## config.mk

```make
export PLATFORM = sky130hd
export DESIGN_NAME = fp_op_sequencer
export DESIGN_NICKNAME = d
export VERILOG_FILES = /design/src/rtl/fp_op_sequencer.sv
export SDC_FILE = /design/constraint.sdc
export NUM_CORES = 1
export LEC_CHECK = 0
export ABC_AREA = 1
export BUFFER_PORTS_ARGS = -buffer_cell sky130_fd_sc_hd__buf_2
export CAP_MARGIN = 20
export CELL_PAD_IN_SITES_DETAIL_PLACEMENT = 1
export CELL_PAD_IN_SITES_GLOBAL_PLACEMENT = 1
export CORE_MARGIN = 5
export CORE_UTILIZATION = 35
export CTS_CLUSTER_DIAMETER = 40
export DETAILED_ROUTE_END_ITERATION = 10
export GPL_TIMING_DRIVEN = 0
export PLACE_DENSITY_LB_ADDON = 0.1
export REMOVE_ABC_BUFFERS = 1
export SYNTH_ARGS = -nofsm -noshare
export SYNTH_HDL_FRONTEND = slang
export SYNTH_SLANG_ARGS = --single-unit
```

## constraint.sdc

```tcl
create_clock -name clk -period 3.3 [get_ports clk]
set_clock_uncertainty 0.15 [all_clocks]
set_input_delay 0.33 -clock clk [delete_from_list [all_inputs] [get_ports clk]]
set_output_delay 0.33 -clock clk [all_outputs]
set_load 0.03 [all_outputs]
```

## src/rtl/fp_op_sequencer.sv

```systemverilog
// Command sequencer for the 32x32 operand memory and the external FP ALU.
// It reads two operands in one memory access, screens them for NaN, runs the
// ALU through a start/done handshake, and writes the result back to dst.
// All outputs except cmd_ready come from flops.
module fp_op_sequencer #(
  parameter int ADDR_W  = 5,
  parameter int DATA_W  = 32,
  parameter int OP_W    = 3,
  parameter int TIMEOUT = 64,
  parameter int CNT_W   = 7
) (
  input  logic              clk,
  input  logic              rst,
  input  logic              cmd_valid,
  output logic              cmd_ready,
  input  logic [ADDR_W-1:0] cmd_src1,
  input  logic [ADDR_W-1:0] cmd_src2,
  input  logic [ADDR_W-1:0] cmd_dst,
  input  logic [OP_W-1:0]   cmd_op,
  output logic              mem_rd_en,
  output logic [ADDR_W-1:0] mem_rd_addr1,
  output logic [ADDR_W-1:0] mem_rd_addr2,
  input  logic [DATA_W-1:0] mem_rd_data1,
  input  logic [DATA_W-1:0] mem_rd_data2,
  output logic              mem_wr_en,
  output logic [ADDR_W-1:0] mem_wr_addr,
  output logic [DATA_W-1:0] mem_wr_data,
  output logic              alu_start,
  output logic [OP_W-1:0]   alu_op,
  output logic [DATA_W-1:0] alu_a,
  output logic [DATA_W-1:0] alu_b,
  input  logic              alu_done,
  input  logic [DATA_W-1:0] alu_result,
  output logic              rsp_valid,
  output logic [1:0]        rsp_err,
  output logic              busy
);

  typedef enum logic [2:0] {IDLE, READ, LATCH, EXEC, FINISH} state_t;

  localparam logic [DATA_W-1:0] QNAN     = 32'h7FC0_0000;
  localparam logic [1:0]        ERR_OK   = 2'b00;
  localparam logic [1:0]        ERR_NAN  = 2'b01;
  localparam logic [1:0]        ERR_TOUT = 2'b10;

  state_t            state, state_n;
  logic [ADDR_W-1:0] dst_q, dst_n;
  logic [OP_W-1:0]   op_q, op_n;
  logic [CNT_W-1:0]  cnt, cnt_n;

  logic              rd_en_n, wr_en_n, start_n, rsp_valid_n, busy_n;
  logic [ADDR_W-1:0] rd_addr1_n, rd_addr2_n, wr_addr_n;
  logic [DATA_W-1:0] wr_data_n, alu_a_n, alu_b_n;
  logic [OP_W-1:0]   alu_op_n;
  logic [1:0]        rsp_err_n;

  // A quiet or signalling NaN has an all-ones exponent and a nonzero mantissa.
  function automatic logic is_nan(input logic [DATA_W-1:0] v);
    return (v[30:23] == 8'hFF) && (v[22:0] != 23'd0);
  endfunction

  assign cmd_ready = (state == IDLE) && !rst;

  // Next-state and next-output decode; every output flop is loaded from here.
  always_comb begin
    state_n     = state;
    dst_n       = dst_q;
    op_n        = op_q;
    cnt_n       = cnt;
    rd_en_n     = 1'b0;
    rd_addr1_n  = '0;
    rd_addr2_n  = '0;
    wr_en_n     = 1'b0;
    wr_addr_n   = '0;
    wr_data_n   = '0;
    start_n     = 1'b0;
    alu_op_n    = alu_op;
    alu_a_n     = alu_a;
    alu_b_n     = alu_b;
    rsp_valid_n = 1'b0;
    rsp_err_n   = ERR_OK;
    case (state)
      IDLE: begin
        if (cmd_valid && cmd_ready) begin
          state_n    = READ;
          dst_n      = cmd_dst;
          op_n       = cmd_op;
          rd_en_n    = 1'b1;
          rd_addr1_n = cmd_src1;
          rd_addr2_n = cmd_src2;
        end
      end
      READ: begin
        state_n = LATCH;
      end
      LATCH: begin
        if (is_nan(mem_rd_data1) || is_nan(mem_rd_data2)) begin
          state_n     = FINISH;
          rsp_valid_n = 1'b1;
          rsp_err_n   = ERR_NAN;
          wr_en_n     = 1'b1;
          wr_addr_n   = dst_q;
          wr_data_n   = QNAN;
        end else begin
          state_n  = EXEC;
          start_n  = 1'b1;
          alu_a_n  = mem_rd_data1;
          alu_b_n  = mem_rd_data2;
          alu_op_n = op_q;
          cnt_n    = '0;
        end
      end
      EXEC: begin
        if (alu_done) begin
          state_n     = FINISH;
          rsp_valid_n = 1'b1;
          rsp_err_n   = ERR_OK;
          wr_en_n     = 1'b1;
          wr_addr_n   = dst_q;
          wr_data_n   = alu_result;
        end else if (cnt == CNT_W'(TIMEOUT - 1)) begin
          state_n     = FINISH;
          rsp_valid_n = 1'b1;
          rsp_err_n   = ERR_TOUT;
        end else begin
          cnt_n = cnt + CNT_W'(1);
        end
        if (state_n == FINISH) begin
          alu_a_n  = '0;
          alu_b_n  = '0;
          alu_op_n = '0;
        end
      end
      FINISH: begin
        state_n = IDLE;
        cnt_n   = '0;
      end
      default: state_n = IDLE;
    endcase
    busy_n = (state_n != IDLE);
  end

  // State, command latches and all registered outputs; reset wins everywhere.
  always_ff @(posedge clk) begin
    if (rst) begin
      state        <= IDLE;
      dst_q        <= '0;
      op_q         <= '0;
      cnt          <= '0;
      mem_rd_en    <= 1'b0;
      mem_rd_addr1 <= '0;
      mem_rd_addr2 <= '0;
      mem_wr_en    <= 1'b0;
      mem_wr_addr  <= '0;
      mem_wr_data  <= '0;
      alu_start    <= 1'b0;
      alu_op       <= '0;
      alu_a        <= '0;
      alu_b        <= '0;
      rsp_valid    <= 1'b0;
      rsp_err      <= '0;
      busy         <= 1'b0;
    end else begin
      state        <= state_n;
      dst_q        <= dst_n;
      op_q         <= op_n;
      cnt          <= cnt_n;
      mem_rd_en    <= rd_en_n;
      mem_rd_addr1 <= rd_addr1_n;
      mem_rd_addr2 <= rd_addr2_n;
      mem_wr_en    <= wr_en_n;
      mem_wr_addr  <= wr_addr_n;
      mem_wr_data  <= wr_data_n;
      alu_start    <= start_n;
      alu_op       <= alu_op_n;
      alu_a        <= alu_a_n;
      alu_b        <= alu_b_n;
      rsp_valid    <= rsp_valid_n;
      rsp_err      <= rsp_err_n;
      busy         <= busy_n;
    end
  end

endmodule

```

==> results of run 1 <==
-- flip-flops by register name, summed over array words and instances, names as in the netlist --
signal and cells:
op_q 3, mem_wr_data 32, rsp_valid 1, alu_op 3
state 3, alu_start 1, cnt 7, mem_rd_en 1
alu_a 32, mem_rd_addr2 5, mem_rd_addr1 5, alu_b 32
mem_wr_en 1, rsp_err 2, busy 1, mem_wr_addr 5
dst_q 5
-- per-layer routing --
layer / global-route usage [%] / up-vias
li1: - / 2560
met1: 22.1 / 2440
met2: 34.3 / 156
met3: 6.06 / 18
met4: 5.81 / 0
met5: 0 / -
-- worst paths after layout --
kind	startpoint	endpoint	slack [ns]	depth (start not counted)
max	state[2]	alu_b[28]	0.52	9
min	alu_result[28]	mem_wr_data[28]	0.02	3
max reg2reg	state[2]	alu_b[28]	0.52	9
min reg2reg	dst_q[0]	mem_wr_addr[0]	0.29	2
-- cell families (layout without fill, tap and decap cells) --
family	count (synthesis)	after routing	share of synthesized area, %
fa+ha+maj	1	1	0.244
buf+inv	97	368	8.24
simple gates	297	297	25.7
compound gates	105	105	11.4
flops	139	139	54.4
-- worst register-to-register path, stage by stage, from the launching register on --
cell	delay (ns)
dfxtp_1	0.41
nor2_4	0.07
nand2_2	0.55
inv_2	0.22
o21ai_4	0.19
nand2_2	0.09
nand2_2	0.49
buf_12	0.31
nand2_1	0.08
a21oi_1	0.15
-- what timing repair did --
action	CTS	global route
endpoints found under the hold margin	35	0
resized for setup	0	1
hold buffers	35	0
setup endpoints to repair	0	7
-- stage by stage --
step | power (W) | setup slack [ns] | cells | utilization [%] | hold WS [ns]
finish | 0.00420 | 0.516 | 1094 | 51.1 | 0.0239
floorplan | 0.00212 | 0.676 | 601 | - | 0.242
global placement | 0.00233 | -0.333 | 1024 | 44.0 | 0.277
CTS | 0.00426 | 0.265 | 1094 | 51.0 | 0.00246
global route | 0.00439 | 0.238 | 1094 | 51.1 | 0.00812
detailed placement | 0.00237 | 0.277 | 1028 | 44.6 | 0.286
-- report_power, final --
| group | switching (W) | internal (W) | total [W] |
|---|---|---|---|
| clock | 0.000696 | 0.00114 | 0.00184 |
| combinational | 0.000365 | 0.000204 | 0.000568 |
| sequential | 0.0000384 | 0.00175 | 0.00179 |
-- placed cells by master (no fill, tap or decap) --
master,instances
buf_16,1
o21ai_4,1
clkinvlp_4,2
dlygate4sd3_1,35
nand4_1,8
nor2b_1,1
clkinv_4,3
inv_1,55
nand3_1,72
clkbuf_8,2
o21ai_0,6
nor2_1,78
nand2_2,15
o21bai_1,2
inv_2,4
clkbuf_1,1
nor3_1,2
a31oi_1,1
bufinv_16,2
or2_2,1
nor2_2,3
ha_1,1
a21oi_1,84
nor2_4,3
buf_2,238
buf_4,1
nor3b_1,2
nand3_2,2
nand2_1,110
dfxtp_1,139
clkbuf_16,17
a21oi_2,11
buf_12,3
clkinv_2,4
-- cell type report --
type | instances | share of cell area, %
clock buffer | 20 | 6.20
clock inverter | 11 | 1.65
inverter | 59 | 3.01
multi-input combinational | 403 | 26.0
sequential | 139 | 37.8
tap | 184 | 3.13
timing repair buffer | 278 | 22.2
==> summary.txt, run 1 <==
Cells and area
  – Seq. cell area: between 2000 and 3000 µm²
  – Fill cells: around 1800
  – N_diodes: 0
  – Post-route cell area: 7370 µm²
  – Multi-input gate area: around 1900 µm²
  – Layout cell share with drive strength beyond 1: about 34%
  – Area Overhead vs Synth: 43.9%
  – # nets final: roughly 1000

Detailed routing
  – Wire per inst: about 15 µm
  – Routed vias/inst: ~4.7
  – Wl on met1: roughly 6800 µm
  – Final wirelength: ~17000 µm
  – Initial DRC count: approximately 190
  – Met2 WL: between 8000 and 9000 µm
  – Top sig layer: met4
  – WL met3: about 1200 µm
  – Post-route ant nets: 0
  – Drt drc: 0
  – Via count of the routed design: ~5200
  – Drt first pass iters: 4

Yosys
  – Yosys top cell area share: 54.4%
  – Number of synthesized flops with an enable pin: 0
  – Sequential-to-total area share from yosys stat: 54.4%
  – Mean Syn Cell Area: around 8 µm²
  – Synth top cells by count: dfxtp_1, nand2_1, a21oi_1
  – Register bit total from synthesis: roughly 140
  – Post-synth top area cell: dfxtp_1
  – Synth top area cells: dfxtp_1, a21oi_1, nand2_1
  – Count of unique library cells instantiated by Yosys: 26
  – Ys flop type: dfxtp_1
  – Top-count cell post-synth: dfxtp_1
  – Synth warnings: 0
  – Post-Syn Instances: approximately 640
  – Synth Cell Area: a little over 5000 µm²
  – Ys async rst share: 0%

CTS
  – CTS tree: yes
  – Worst-Skew Late Latency: roughly 0.41 ns
  – Sink Count: about 140
  – Total CTS buffers: 17
  – Clock root cell: clkbuf_16
  – Buffer depth of the longest clock path: 2
  – Post-CTS Setup Inserts: 0
  – H-tree Lvls: 4
  – Clock-pin slew on the worst setup and hold paths: roughly 0.060 ns

Setup path
  – Buffers plus inverters on the worst setup path: 2
  – Worst-path cell chain: nor2_4 -> nand2_2 -> inv_2 -> o21ai_4 -> nand2_2 -> nand2_2 -> buf_12 -> nand2_1 -> a21oi_1
  – CP delay by family, top: simple AND/OR/NAND/NOR gates
  – Crit Path Max Fanout: 40
  – Slowest stage cell, crit path: nand2_2
  – Critical path required time: approximately 3.5 ns
  – WP data arrival: roughly 3.0 ns
  – CP Launch Type: register
  – Slowest stage delay, CP: around 0.55 ns
  – Worst Setup End Kind: register
  – Most used cell, CP: nand2_2
  – Crit Path Class: register to register

Timing
  – Final setup vio count: 0
  – Total Neg Setup Slack: 0 ns
  – Period utilisation layout: between 80% and 90%
  – Fin. Hold Viols: 0
  – Final Max Tran Viols: 0
  – Worst-Margin Slew: between 0.8 and 0.9 ns
  – Fmax: about 360 MHz
  – RSZ-0062 raised after global routing: false
  – Min Tclk post-route: 2.78 ns
  – Slew margin rel.: around two fifths

Outcome
  – Status: complete, no violations

Die
  – Core Rows: between 40 and 50
  – Die width: ~130 µm
  – Core Box Area: approximately 14000 µm²
  – Area of the die: 17100 µm²
  – Initial Util: between 30% and 40%
  – Die Y: about 130 µm
  – Boundary Pins: 240

Global routing
  – Initial antenna violation count: 0
  – First-pass GRT wire length: between 20000 and 30000 µm
  – Remaining Overflow, GRT: 0
  – Number of global-route vias before repair: 5385
  – Pin count of the biggest net entering global routing: 75
  – Total GRT Usage: approximately a fifth

Run
  – Max-cap violations: 0

Place
  – HPWL after DPL: 11900 µm
  – Routability cong.: slightly below 0.8
  – Placed cell areas: 6430 µm²
  – Number of buffers added on ports: about 240

Worst hold path
  – HP Class: input port to register

Power
  – Static leakage: between 3 and 4 nW
  – VDD IR max: 414 µV
  – Power Density: 570 nW/µm²
Power figures use the tool's default switching activity.
==> run 2: changes to the inputs <==
--- a/config.mk
+++ b/config.mk
@@ -11,7 +11,7 @@
 export CELL_PAD_IN_SITES_DETAIL_PLACEMENT = 1
 export CELL_PAD_IN_SITES_GLOBAL_PLACEMENT = 1
 export CORE_MARGIN = 5
-export CORE_UTILIZATION = 35
+export CORE_UTILIZATION = 29
 export CTS_CLUSTER_DIAMETER = 40
 export DETAILED_ROUTE_END_ITERATION = 10
 export GPL_TIMING_DRIVEN = 0
==> constraint.sdc (replaced) <==
create_clock -name clk -period 2.5 [get_ports clk]
set_clock_uncertainty 0.15 [all_clocks]
set_input_delay 0.25 -clock clk [delete_from_list [all_inputs] [get_ports clk]]
set_output_delay 0.25 -clock clk [all_outputs]
set_load 0.03 [all_outputs]
==> summary.txt, run 2 (same netlist as run 1, synthesis figures left out) <==
Detailed routing
  – Wire per inst: 15.8 µm (was 15.4 µm)
  – Post-route ant nets: 0 (unchanged)
  – Drt first pass iters: 4 (unchanged)
  – Drt drc: 0 (unchanged)
  – Final wirelength: 19200 µm (was 16900 µm)
  – Routed vias/inst: 4.58 (was 4.73)
  – Initial DRC count: 187 (was 193)
  – Via count of the routed design: 5567 (was 5174)

Run
  – Max-cap violations: 0 (unchanged)

Setup path
  – Slowest stage delay, CP: 0.76 ns (was 0.55 ns)
  – Slowest stage cell, crit path: nor2_2 (was nand2_2)
  – Most used cell, CP: nand2_1 (was nand2_2)
  – CP Launch Type: input port (was register)
  – Worst-path cell chain: dlygate4sd3_1 -> buf_2 -> nand4_1 -> nor2_1 -> nand2_1 -> nand2_1 -> nor2_2 -> nand3_1 -> a21oi_2 (was nor2_4 -> nand2_2 -> inv_2 -> o21ai_4 -> nand2_2 -> nand2_2 -> buf_12 -> nand2_1 -> a21oi_1)
  – WP data arrival: 2.51 ns (was 2.97 ns)
  – Crit Path Class: input port to register (was register to register)
  – Critical path required time: 2.70 ns (was 3.48 ns)
  – Worst Setup End Kind: register (unchanged)
  – Crit Path Max Fanout: 17 (was 40)
  – R2R Path Start: state[2] (unchanged)
  – Crit path launch: mem_rd_data2[24] (was state[2])

Cells and area
  – Area Overhead vs Synth: 60.7% (was 43.9%)
  – N_diodes: 0 (unchanged)
  – Layout cell share with drive strength beyond 1: 31.8% (was 34.4%)
  – Most frequent cells in the layout: buf_2, dfxtp_1, dlygate4sd3_1 (was buf_2, dfxtp_1, nand2_1)
  – Most common cell after layout, fill and taps aside: buf_2 (unchanged)
  – Top flop regs: alu_a (32), alu_b (32), mem_wr_data (32) (unchanged)
  – Non-Filler Instances: 1216 (was 1094)
  – # nets final: 1097 (was 1017)

CTS
  – Total CTS buffers: 17 (unchanged)
  – CTS tree: yes (unchanged)
  – Sink Count: 139 (unchanged)
  – Clock-pin slew on the worst setup and hold paths: 0.06 ns (about the same)
  – H-tree Lvls: 4 (unchanged)
  – Clock root cell: clkbuf_16 (unchanged)
  – Worst-Skew Late Latency: 0.42 ns (was 0.41 ns)
  – Post-CTS Setup Inserts: 0 (unchanged)
  – Buffer depth of the longest clock path: 2 (unchanged)

Timing
  – Slew margin rel.: 41.2% (was 41.5%)
  – Final Max Tran Viols: 0 (unchanged)
  – Final setup vio count: 0 (unchanged)
  – Worst-Margin Slew: 0.881 ns (was 0.876 ns)
  – Total Neg Setup Slack: 0 ns (unchanged)
  – Fin. Hold Viols: 0 (unchanged)
  – Fmax: around 430 MHz
  – Period utilisation layout: between 90 and 100%
  – RSZ-0062 raised after global routing: false (unchanged)
  – Min Tclk post-route: approximately 2.3 ns
  – Setup ws final: 0.186 ns (was 0.516 ns)

Die
  – Initial Util: 29.6% (was 35.5%)
  – Die Y: 143 µm (was 131 µm)
  – Boundary Pins: 240 (unchanged)
  – Die width: 143 µm (was 131 µm)
  – Area of the die: 20400 µm² (was 17100 µm²)
  – Core Rows: 48 (was 44)
  – Core Box Area: 17300 µm² (was 14400 µm²)

Global routing
  – Initial antenna violation count: 0 (unchanged)
  – Total GRT Usage: 18.6% (was 19.3%)
  – Remaining Overflow, GRT: 0 (unchanged)
  – Pin count of the biggest net entering global routing: 56 (was 75)
  – First-pass GRT wire length: 30400 µm (was 26100 µm)
  – Number of global-route vias before repair: 5995 (was 5385)

Place
  – Number of buffers added on ports: 239 (unchanged)
  – HPWL after DPL: 12400 µm (was 11900 µm)
  – Dpl cells: 1069 (was 1028)
  – Routability cong.: 0.836 (was 0.773)
  – Dpl ws: -0.568 ns (was 0.277 ns)

Power
  – VDD IR max: 476 µV (was 414 µV)
  – Power Density: 686 nW/µm² (was 570 nW/µm²)
  – Static leakage: 3.85 nW (was 3.50 nW)

Outcome
  – Status: complete, no violations (unchanged)

Worst hold path
  – HP Class: input port to register (unchanged)
  – HP Start: alu_done (was alu_result[28])
==> run 2: routing by layer <==
layer	global-route usage [%]	vias to the layer above	routed length [µm]
met3	5.66	25	1410
met5	0	-	0
met1	22.0	2645	7920
met4	5.75	0	299
met2	32.3	164	9580
li1	-	2733	-
==> run 2: path summary, 6_finish.rpt <==
path	endpoint	slack, ns	cells past startpoint
setup / recovery	alu_b[10]	0.19	9
hold / removal	rsp_err[1]	0.04	4
setup reg to reg	alu_a[20]	0.26	9
hold reg to reg	mem_wr_addr[3]	0.29	2
==> run 2: power breakdown <==
group / switching [W] / internal [W]
clock network: 0.000967 / 0.00144
registers: 0.0000518 / 0.00231
logic: 0.000517 / 0.000352
==> run 2: layout make-up <==
cell class	instances	area, µm²
clock buffer	22	474
clock inverter	10	91.3
fill	2126	9070
inverter	59	221
multi-input combinational	404	1950
sequential	139	2780
tap	225	282
timing repair buffer	357	2430
==> run 2: metrics by stage <==
step	hold WS (ns)	utilization (%)	total power, W	instance area [µm²]
5_1_grt	0.0556	47.6	0.00591	8230
3_3_place_gp	0.275	37.0	0.00308	6400
2_1_floorplan	0.162	-	0.00280	4920
6_report	0.0427	47.6	0.00565	8230
3_5_place_dp	0.282	37.5	0.00313	6490
4_1_cts	0.0194	47.5	0.00572	8210
==> run 2: timing repair <==
action / in CTS / in global routing
gates resized for setup: 4 / 2
hold buffers: 114 / 0
gates cloned: 0 / 1
setup endpoints to repair: 90 / 43
endpoints found under the hold margin: 114 / 0
pin swaps: 0 / 1
==> run 2: worst max-delay path: cells and delay by family <==
family	cells	cell delay (ns)
AND/OR/NAND/NOR	6	1.39
AO/OA/AOI/OAI	1	0.18
buffers and inverters	2	0.69
